[src/rtl/tile_scan_controller.sv]
// Walks micro-tiles in order: settle in reset, run with a latched stimulus, capture, stream the result.
// Define TILE_SCAN_SIG_EN to build the rotate-xor scan signature on 'sig'; otherwise sig is tied low.
module tile_scan_controller #(
    parameter int NUM_TILES     = 4,
    parameter int SEL_W         = 2,
    parameter int SETTLE_CYCLES = 8,
    parameter int RUN_CYCLES    = 16,
    parameter int CNT_W         = 8
) (
    input  logic             clk,
    input  logic             rst,
    input  logic             start,
    input  logic [7:0]       stim,
    output logic [SEL_W-1:0] tile_sel,
    output logic             tile_rst_n,
    output logic [7:0]       tile_ui,
    input  logic [7:0]       tile_uo,
    output logic             res_valid,
    input  logic             res_ready,
    output logic [SEL_W-1:0] res_tile,
    output logic [7:0]       res_data,
    output logic             busy,
    output logic             done,
    output logic [7:0]       sig
);

    typedef enum logic [2:0] {
        IDLE,
        SETTLE,
        RUN,
        CAPTURE,
        EMIT,
        FINISH
    } state_t;

    localparam logic [CNT_W-1:0] SETTLE_LAST = CNT_W'(SETTLE_CYCLES - 1);
    localparam logic [CNT_W-1:0] RUN_LAST    = CNT_W'(RUN_CYCLES - 1);
    localparam logic [SEL_W-1:0] LAST_TILE   = SEL_W'(NUM_TILES - 1);

    state_t           state;
    logic [CNT_W-1:0] count;
    logic [SEL_W-1:0] index;
    logic [7:0]       stim_q;

    // tile_sel only moves on entry to SETTLE, when tile_rst_n is already low.
    always_ff @(posedge clk) begin
        if (rst) begin
            state      <= IDLE;
            count      <= '0;
            index      <= '0;
            stim_q     <= '0;
            tile_sel   <= '0;
            tile_rst_n <= 1'b0;
            tile_ui    <= '0;
            res_valid  <= 1'b0;
            res_tile   <= '0;
            res_data   <= '0;
            busy       <= 1'b0;
            done       <= 1'b0;
        end else begin
            done <= 1'b0;
            case (state)
                IDLE: begin
                    if (start) begin
                        stim_q   <= stim;
                        index    <= '0;
                        tile_sel <= '0;
                        count    <= '0;
                        busy     <= 1'b1;
                        state    <= SETTLE;
                    end
                end
                SETTLE: begin
                    if (count == SETTLE_LAST) begin
                        count      <= '0;
                        tile_rst_n <= 1'b1;
                        tile_ui    <= stim_q;
                        state      <= RUN;
                    end else begin
                        count <= count + 1'b1;
                    end
                end
                RUN: begin
                    if (count == RUN_LAST) begin
                        count <= '0;
                        state <= CAPTURE;
                    end else begin
                        count <= count + 1'b1;
                    end
                end
                CAPTURE: begin
                    res_data   <= tile_uo;
                    res_tile   <= index;
                    res_valid  <= 1'b1;
                    tile_rst_n <= 1'b0;
                    tile_ui    <= '0;
                    state      <= EMIT;
                end
                EMIT: begin
                    if (res_ready) begin
                        res_valid <= 1'b0;
                        if (index == LAST_TILE) begin
                            done  <= 1'b1;
                            state <= FINISH;
                        end else begin
                            index    <= index + 1'b1;
                            tile_sel <= index + 1'b1;
                            count    <= '0;
                            state    <= SETTLE;
                        end
                    end
                end
                FINISH: begin
                    busy  <= 1'b0;
                    state <= IDLE;
                end
                default: begin
                    busy  <= 1'b0;
                    state <= IDLE;
                end
            endcase
        end
    end

`ifdef TILE_SCAN_SIG_EN
    logic [7:0] sig_q;

    // Signature folds in each result as it is handed off, so it settles before done.
    always_ff @(posedge clk) begin
        if (rst) begin
            sig_q <= '0;
        end else if (state == IDLE && start) begin
            sig_q <= '0;
        end else if (state == EMIT && res_valid && res_ready) begin
            sig_q <= {sig_q[6:0], sig_q[7]} ^ res_data;
        end
    end

    assign sig = sig_q;
`else
    assign sig = 8'h00;
`endif

endmodule
[config.mk]
export PLATFORM = sky130hd
export DESIGN_NAME = tile_scan_controller
export DESIGN_NICKNAME = d
export VERILOG_FILES = /design/src/rtl/tile_scan_controller.sv
export SDC_FILE = /design/constraint.sdc
export NUM_CORES = 1
export LEC_CHECK = 0
export BUFFER_PORTS_ARGS = -buffer_cell sky130_fd_sc_hd__buf_2
export CORE_ASPECT_RATIO = 0.7
export CORE_MARGIN = 3
export CORE_UTILIZATION = 47
export DETAILED_ROUTE_END_ITERATION = 8
export PLACE_DENSITY = 0.73
export SKIP_CTS_REPAIR_TIMING = 1
export SLEW_MARGIN = 0
export SYNTH_ARGS = -nofsm -noshare
export SYNTH_HDL_FRONTEND = slang
export SYNTH_SLANG_ARGS = --single-unit
[constraint.sdc]
create_clock -name clk -period 1.4 [get_ports clk]
set_clock_uncertainty 0.05 [all_clocks]
set_input_delay 0.28 -clock clk [delete_from_list [all_inputs] [get_ports clk]]
set_output_delay 0.28 -clock clk [all_outputs]
set_load 0.01 [all_outputs]
==> results_dict.tcl <==
set metrics [dict create \
    critPathLaunchType "flip-flop" \
    drive_gt1_frac 0.404 \
    report.final.setup_viol 15 \
    synth_edf_count 0 \
    initial_core_util 0.519 \
    p_leak_nw 1.11 \
    num_antenna_cells 0 \
    yosys-top-cells-count "50 x nand2_1, 43 x dfxtp_1, 29 x a21oi_1" \
    antenna_found_initial 0 \
    fin_util 0.718 \
    critPathCapture "state[0]" \
    wl_met2_mm 2.38 \
    reg2reg_depth 6 \
    power_density_mw_per_mm2 929 \
    regToRegStartpoint "count[5]" \
    ios 52 \
    grt_pass1_vias 1718 \
    core_area_sq_mm 0.00374 \
    ys_types 43 \
    outcome "finished, violations left" \
    crit_path_max_fanout 3 \
    gr-usage-all-layers 0.191 \
    critical_path.startpoint "count[5]" \
    violations "negative setup slack" \
    numCtsBuffers 5 \
    nNetsFinal 329 \
    setup_slack_ns -0.153 \
    first_pass_iters 4 \
    die-area_sq_mm 0.00495 \
    clk_pin_slew_worst_paths_ns 0.09 \
    netlist_instances 233 \
    rows 18 \
    cts_tree "yes" \
    rrSetupSlack_ns -0.15 \
    gp_congestion 0.797 \
    dr.max_layer_used "met4" \
    detail_route.vias_per_cell 5.28 \
    insertion_delay_ns 0.30 \
    yosysSeqAreaShare 0.443 \
    yosys-top-cells-area "dfxtp_1 44%, nand2_1 9.7%, a21oi_1 7.5%" \
    drc 0 \
    yosysTopAreaCell "dfxtp_1" \
    crit_path_end_kind "flip-flop" \
    yosys.area.top_type_share 0.443 \
    ir_worst_vdd_v 0.000576 \
    synth_area_sq_mm 0.00194 \
    max_freq_ghz 0.644 \
    rsz0062_at_grt "true" \
    final.setup.tns_ns -1.24 \
    min_path_cells 3 \
    dr.first_iter.drc_count 106 \
    crit_arrival_ns 1.73 \
    required_ns 1.57 \
    route.met3.wl_um 244 \
    yosysMostFrequentCell "nand2_1" \
    clock_sinks 43 \
    drtAntennaViolNets 0 \
    worstSetupPathType "reg -> reg" \
    slew_viol_final 0 \
    place_hpwl_mm 3.45 \
    async_reset_ff_frac 0 \
    met1_length_mm 2.39 \
    fin_crit_ns 1.55 \
    cts_root_buf "clkbuf_8" \
    cap_violations 0 \
    hp-class "in -> reg" \
    die-width_um 82.8 \
    wl_mm 5.09 \
    fin_crit_sh 1.11 \
    clk_path_buf_depth 2 \
    grt_pass1_wl_mm 7.73 \
    syn_avg_cell_area_sq_um 8.33 \
    timing.rr.end "state[0]" \
    yosysWarnings 0 \
    port_buffers 43 \
    routed-via-count 1884 \
    die_h_um 59.8 \
    synthToLayoutAreaGrowth_pct 38.1 \
    wl_per_cell_um 14.2 \
    finalHoldViolCount 0 \
    grt_max_degree 45 \
    synth_ff_type "dfxtp_1" \
    ys_seq_elements 43 \
    htreeDepth 2 \
    grt-ovfl-total 0 \
]
==> final cells by class <==
cell class	instances	area, sq um
multi-input cells	172	1110
inverters	4	15.0
flip-flops and latches	43	870
well taps	50	62.6
clock buffers	6	82.6
clock inverters	1	5.00
repair buffers	81	541
fillers	324	1060
==> per-layer routing <==
| metal | up-vias | global-route usage |
|---|---|---|
| met4 | 0 | 0.0699 |
| met1 | 886 | 0.264 |
| met3 | 7 | 0.0399 |
| met2 | 49 | 0.298 |
| met5 | - | 0 |
| li1 | 942 | - |
==> stage by stage <==
stage / hold slack (ns) / setup WS (ns) / power, mW / instances / area [sq um]
after floorplan: 0.366 / -0.0372 / 1.53 / 240 / 1980
after global placement: 0.388 / -0.0557 / 1.66 / 348 / 2430
after detailed placement: 0.398 / -0.138 / 1.67 / 348 / 2430
after CTS: 0.172 / -0.147 / 2.45 / 355 / 2520
after global routing: 0.183 / -0.233 / 2.59 / 357 / 2680
final: 0.174 / -0.153 / 2.49 / 357 / 2680
==> sequential cells by signal, summed over array words and instances, names as in the netlist <==
register	flops
busy	1
count	8
done	1
index	2
res_data	8
res_tile	2
res_valid	1
state	3
stim_q	8
tile_rst_n	1
tile_ui	8
==> worst max-delay path, cell delays in order (launching register included) <==
cell and delay [ns]:
dfxtp_2 0.34, nor4_4 0.40, buf_4 0.20, buf_6 0.10, nand2_4 0.04, o31a_1 0.24
o22ai_1 0.11
==> power by group <==
group	switching, mW	total [mW]	internal (mW)
combinational	0.229	0.406	0.178
clock	0.414	0.802	0.388
sequential	0.0227	1.28	1.26
total	0.666	2.49	1.83
==> cell families (layout without fill, tap and decap cells) <==
kind of cell	after synthesis	count (layout)	synth area share
buffers and inverters	25	92	0.0722
and+or+nand+nor	106	106	0.285
AOI/OAI and AO/OA	49	49	0.151
muxes	3	3	0.0155
other	1	8	0.00193
adders and majority gates	2	2	0.0129
DFF	43	43	0.443
xor gates and xnor gates	4	4	0.0180
==> placed cells by master (no fill, tap or decap), drive strengths merged, types with 3 or more instances in the layout <==
master,Yosys,routed
buf,14,81
nand2,50,50
dfxtp,43,43
a21oi,29,29
nand3,13,13
nor2,10,10
conb,1,8
nor3,7,7
clkbuf,7,6
o21ai,6,6
nand4b,5,5
inv,4,4
nand4,3,3
mux2i,3,3
and2,3,3
nor2b,3,3
o311ai,3,3
==> worst min-delay path by stage <==
stage / startpoint / slack [ns] / endpoint
final: stim[2] / 0.17 / stim_q[2]
after global routing: tile_uo[0] / 0.18 / res_data[0]
after CTS: stim[2] / 0.17 / stim_q[2]
after detailed placement: res_data[3] / 0.40 / res_data[3]
after global placement: stim_q[4] / 0.39 / tile_ui[4]
after floorplan: stim[0] / 0.37 / stim_q[0]
No activity file was read; power rests on OpenSTA's default activity.
